<file path="src/rtl/uart_tx_serializer.sv">
// UART transmit serializer: start bit, LSB-first data, optional parity, 1-2 stop bits.
// A single-entry holding register lets the next byte queue up behind the frame on the line.
module uart_tx_serializer #(
    parameter int unsigned DATA_BITS  = 8,
    parameter int unsigned PARITY_EN  = 0,
    parameter int unsigned PARITY_ODD = 0,
    parameter int unsigned STOP_BITS  = 1
) (
    input  logic                 clk,
    input  logic                 reset,
    input  logic                 baud_tick,
    input  logic [DATA_BITS-1:0] tx_data,
    input  logic                 tx_valid,
    output logic                 tx_ready,
    output logic                 tx,
    output logic                 busy
);

    typedef enum logic [2:0] {StIdle, StStart, StData, StParity, StStop} state_e;

    localparam logic [3:0] LastData = 4'(DATA_BITS - 1);
    localparam logic [3:0] LastStop = 4'(STOP_BITS - 1);
    localparam logic       OddInit  = 1'(PARITY_ODD);

    state_e               r_state, w_state_d;
    logic [DATA_BITS-1:0] r_hold;
    logic [DATA_BITS-1:0] r_shift, w_shift_d;
    logic                 r_hold_full, w_hold_full_d;
    logic [3:0]           r_cnt, w_cnt_d;
    logic                 r_parity, w_parity_d;
    logic                 r_tx, w_tx_d;
    logic                 r_busy;
    logic                 w_accept, w_load;

    assign w_accept = tx_valid && !r_hold_full;

    always_comb begin
        w_state_d  = r_state;
        w_shift_d  = r_shift;
        w_cnt_d    = r_cnt;
        w_parity_d = r_parity;
        w_load     = 1'b0;
        if (baud_tick) begin
            unique case (r_state)
                StIdle: begin
                    if (r_hold_full) w_load = 1'b1;
                end
                StStart: begin
                    w_state_d = StData;
                    w_cnt_d   = '0;
                end
                StData: begin
                    w_shift_d = r_shift >> 1;
                    if (r_cnt == LastData) begin
                        w_cnt_d   = '0;
                        w_state_d = (PARITY_EN != 0) ? StParity : StStop;
                    end else begin
                        w_cnt_d = r_cnt + 4'd1;
                    end
                end
                StParity: begin
                    w_state_d = StStop;
                    w_cnt_d   = '0;
                end
                StStop: begin
                    if (r_cnt == LastStop) begin
                        // Chain straight into the next frame when a byte is already waiting.
                        if (r_hold_full) w_load = 1'b1;
                        else             w_state_d = StIdle;
                    end else begin
                        w_cnt_d = r_cnt + 4'd1;
                    end
                end
                default: w_state_d = StIdle;
            endcase
        end
        if (w_load) begin
            w_state_d  = StStart;
            w_shift_d  = r_hold;
            w_parity_d = (^r_hold) ^ OddInit;
            w_cnt_d    = '0;
        end
    end

    // Load and accept are exclusive: one needs the holding register full, the other empty.
    always_comb begin
        w_hold_full_d = r_hold_full;
        if (w_load)        w_hold_full_d = 1'b0;
        else if (w_accept) w_hold_full_d = 1'b1;
    end

    // tx is the registered value of the bit that the next state puts on the line.
    always_comb begin
        w_tx_d = 1'b1;
        unique case (w_state_d)
            StIdle:   w_tx_d = 1'b1;
            StStart:  w_tx_d = 1'b0;
            StData:   w_tx_d = w_shift_d[0];
            StParity: w_tx_d = w_parity_d;
            StStop:   w_tx_d = 1'b1;
            default:  w_tx_d = 1'b1;
        endcase
    end

    always_ff @(posedge clk or posedge reset) begin
        if (reset) begin
            r_state     <= StIdle;
            r_hold      <= '0;
            r_hold_full <= 1'b0;
            r_shift     <= '0;
            r_cnt       <= '0;
            r_parity    <= 1'b0;
            r_tx        <= 1'b1;
            r_busy      <= 1'b0;
        end else begin
            r_state     <= w_state_d;
            r_hold_full <= w_hold_full_d;
            r_shift     <= w_shift_d;
            r_cnt       <= w_cnt_d;
            r_parity    <= w_parity_d;
            r_tx        <= w_tx_d;
            r_busy      <= (r_state != StIdle);
            if (w_accept) r_hold <= tx_data;
        end
    end

    assign tx_ready = !r_hold_full;
    assign tx       = r_tx;
    assign busy     = r_busy;

endmodule

</file>
<file path="config.mk">
export PLATFORM = sky130hd
export DESIGN_NAME = uart_tx_serializer
export DESIGN_NICKNAME = d
export VERILOG_FILES = /design/src/rtl/uart_tx_serializer.sv
export SDC_FILE = /design/constraint.sdc
export NUM_CORES = 1
export LEC_CHECK = 0
export CORE_ASPECT_RATIO = 0.5
export CORE_MARGIN = 4
export CORE_UTILIZATION = 42
export DETAILED_ROUTE_END_ITERATION = 12
export PLACE_DENSITY = 0.72
export SETUP_SLACK_MARGIN = 0.1
export SYNTH_ARGS = -nofsm -noshare
export SYNTH_HDL_FRONTEND = slang
export SYNTH_SLANG_ARGS = --single-unit
export TNS_END_PERCENT = 100
</file>
<file path="constraint.sdc">
create_clock -name clk -period 1.7 [get_ports clk]
set_clock_uncertainty 0.15 [all_clocks]
set_input_delay 0.17 -clock clk [delete_from_list [all_inputs] [get_ports clk]]
set_output_delay 0.17 -clock clk [all_outputs]
set_load 0.01 [all_outputs]
</file>
==> flow_summary.json <==
{
  "grtUsageMet2_pct": 21.8,
  "grt_pass1_vias": 987,
  "start_util_pct": 44.9,
  "antenna_cells": 0,
  "path_cells": "inv_1, ha_1, or3b_4, a21oi_4, a21o_1, o21bai_1, a21o_1",
  "dp_hpwl_um": 1930,
  "crit_slowest_cell": "or3b_4",
  "finalMaxSlewViolations": 0,
  "postCtsHoldBufs": 0,
  "worstMarginPinSlew_ps": 445,
  "chipWidth_um": 89.2,
  "cts_num_sinks": 27,
  "internal_power_uw": 2180,
  "numPortBuffers": 14,
  "htree_levels": 1,
  "syn_area_per_cell_um2": 10.9,
  "cts_max_path_buffers": 2,
  "maxSlewHeadroom_pct": 70.3,
  "ant_nets": 0,
  "synth_edf_count": 0,
  "clk_latency_ps": 280,
  "crit_family": "compound AO/OA/AOI/OAI gates",
  "synthArstFlopShare_pct": 100,
  "grt_use_met1_pct": 18.2,
  "swShare_pct": 37.3,
  "met3_usage_pct": 4.24,
  "place.gp.congestion": 0.815,
  "power_density_mw_per_mm2": 1890,
  "muxShareOfSynthArea_pct": 11.6,
  "coreArea_mm2": 0.00308,
  "syn_inst": 127,
  "top_usage_layer": "met2",
  "synth-simple-area-share_pct": 13.9,
  "cts_root_buf": "clkbuf_8",
  "fillCellCount": 261,
  "layout.nets": 177,
  "cts_buffers": 3,
  "synth_top_area_share_pct": 47.0,
  "placed_cells": 193,
  "synth_warnings": 0,
  "post-route-period-util_pct": 109,
  "drv_cap": 0,
  "synth_flop_cell": "dfrtp_1",
  "switchingPower_uw": 1300,
  "die_y_um": 48.6,
  "crit_top_cell": "a21o_1",
  "crit_path_max_fanout": 4,
  "hold_path.class": "in -> async",
  "yosys-top-cells-area": "dfrtp_1 47%, mux2_2 6.5%, mux2i_1 5.1%",
  "setup_ws_ps": -159,
  "ys_types": 39,
  "synth_compound_area_share_pct": 16.4,
  "p_comb_share_pct": 54.5,
  "cp_slowest_stage_delay_ps": 420,
  "grt_pass1_wl_um": 4680,
  "power_uw": 3480,
  "dr.pass1.iters": 4,
  "clkTransAtPathRegs_ps": 90,
  "ios": 15,
  "viasPerCell": 5.18,
  "wl_per_cell_um": 13.4,
  "stdcell_count": 202,
  "grtUsageTotal_pct": 13.8,
  "status": "complete, but fails checks",
  "rsz0062_at_grt": "true",
  "synthToLayoutAreaGrowth_pct": 32.8,
  "fp-row-count": 14,
  "synth_area_leader_cell": "dfrtp_1",
  "overflow": 0,
  "drive_gt1_share_pct": 29.0,
  "violations": "setup timing",
  "p_leak_uw": 0.000802,
  "cts_tree": "built",
  "cp-end-kind": "register",
  "dieArea_mm2": 0.00434,
  "grt_antenna_before_repair": 0,
  "syn_area_mm2": 0.00139,
  "yosysSeqAreaShare_pct": 48.9,
  "synth_seq_cells": 27,
  "synth_xor_area_share_pct": 4.43,
  "fmax_mhz": 538,
  "ir_drop_mv": 0.834,
  "setup_tns_ps": -1620,
  "timing.critical_path.buf_inv": 1,
  "setup_viol": 16,
  "initialDrtViolationCount": 22,
  "required_ps": 1730,
  "cp-start-kind": "register",
  "routed_wl_um": 2720,
  "syn_nets": 141,
  "criticalPathCategory": "reg -> reg",
  "drc": 0,
  "synth_top_family_by_area": "compound AO/OA/AOI/OAI gates",
  "fin_crit_ps": 1860,
  "synthAdderAreaFrac_pct": 1.81,
  "vias": 1046,
  "p_clk_share_pct": 11.3,
  "grt_max_degree": 19,
  "hold_viol_final": 0,
  "power_frac_seq_pct": 34.2,
  "arrival_ps": 1890
}
[cells in the mapped netlist (3+ instances only)]
| master | count |
|---|---|
| nor3_1 | 3 |
| nand2_1 | 13 |
| mux2_2 | 8 |
| inv_1 | 6 |
| a21o_1 | 6 |
| xnor2_1 | 7 |
| dfrtp_1 | 26 |
| nor2_1 | 6 |
| o21ai_0 | 9 |
| mux2i_1 | 7 |
[path summary, 6_finish.rpt]
kind,startpoint,end,slack (ps),cells after the start
setup / recovery,r_cnt[0],r_cnt[2],-160,7
hold / removal,reset,r_cnt[0],30,2
setup reg to reg,r_cnt[0],r_cnt[2],-160,7
hold reg to reg,r_hold[1],r_shift[1],380,2
max in group asynchronous,reset,r_hold_full,930,3
min in group clk,tx_valid,r_hold_full,340,3
[power by group through the flow]
stage                     Clock (µW)  Sequential, µW  Combinational (µW)
final                            393            1190                1900
after global routing             435            1230                2070
after CTS                        409            1190                1820
after detailed placement           0            1200                1700
after global placement             0            1190                1660
after floorplan                    0            1190                1170
[per-layer routing]
| layer | up-vias | part of all wire [%] |
|---|---|---|
| li1 | 517 | - |
| met1 | 510 | 48 |
| met2 | 17 | 47 |
| met3 | 2 | 3.7 |
| met4 | 0 | 0.99 |
| met5 | - | 0 |
[flip-flops by register name (all words and copies together), names as in the netlist]
register     cells
busy             1
tx               1
r_hold_full      1
r_hold           8
r_shift          8
r_state          3
r_parity         1
r_cnt            4
[metrics by stage]
stage               hold slack, ps  area, µm²  util [%]  setup WS, ps
finish                        34.6       1840      59.7          -159
global route                  77.0       1840      59.7          -228
CTS                           54.3       1810      58.8          -138
detailed placement             359       1710      55.4          -146
global placement               351       1710      55.4          -135
floorplan                     72.0       1390         -         -74.6
[area by class of cell]
| cell class | count | area, µm² | area share (%) |
|---|---|---|---|
| clock buffer | 3 | 41.3 | 2.24 |
| tap | 40 | 50.0 | 2.72 |
| timing repair buffer | 35 | 344 | 18.7 |
| multi-input combinational | 90 | 696 | 37.8 |
| inverter | 6 | 22.5 | 1.22 |
| sequential | 27 | 677 | 36.8 |
| clock inverter | 1 | 8.76 | 0.476 |
[repair_timing]
action	4_1_cts	5_1_grt
gates cloned	1	0
buffers inserted	3	1
resized for setup	4	11
pin swaps	1	4
endpoints found under the setup margin	18	17
[cell usage in the layout (no fill, tap or decap), types with 3 or more instances in the layout]
cell	instances
o21ai_1	7
mux2i_1	7
a21o_1	6
nand2_1	12
nor3_1	3
buf_4	17
o21ai_0	3
clkdlybuf4s50_1	12
xnor2_1	7
inv_1	6
mux2_2	8
clkbuf_8	3
dfrtp_1	26
nor2_1	6
[cell families after synthesis]
kind of cell	after synthesis
AND/OR/NAND/NOR	35
AO/OA/AOI/OAI	31
flip-flops	27
multiplexers	15
buffers and inverters	10
XOR/XNOR	7
adder cells (fa/ha/maj)	2
[worst reg2reg max path, stage by stage, from the launching register on]
cell      delay [ps]
dfrtp_1          390
inv_1             60
ha_1             130
or3b_4           420
a21oi_4          250
a21o_1           140
o21bai_1          70
a21o_1           150
No activity file was read; power rests on OpenSTA's default activity.
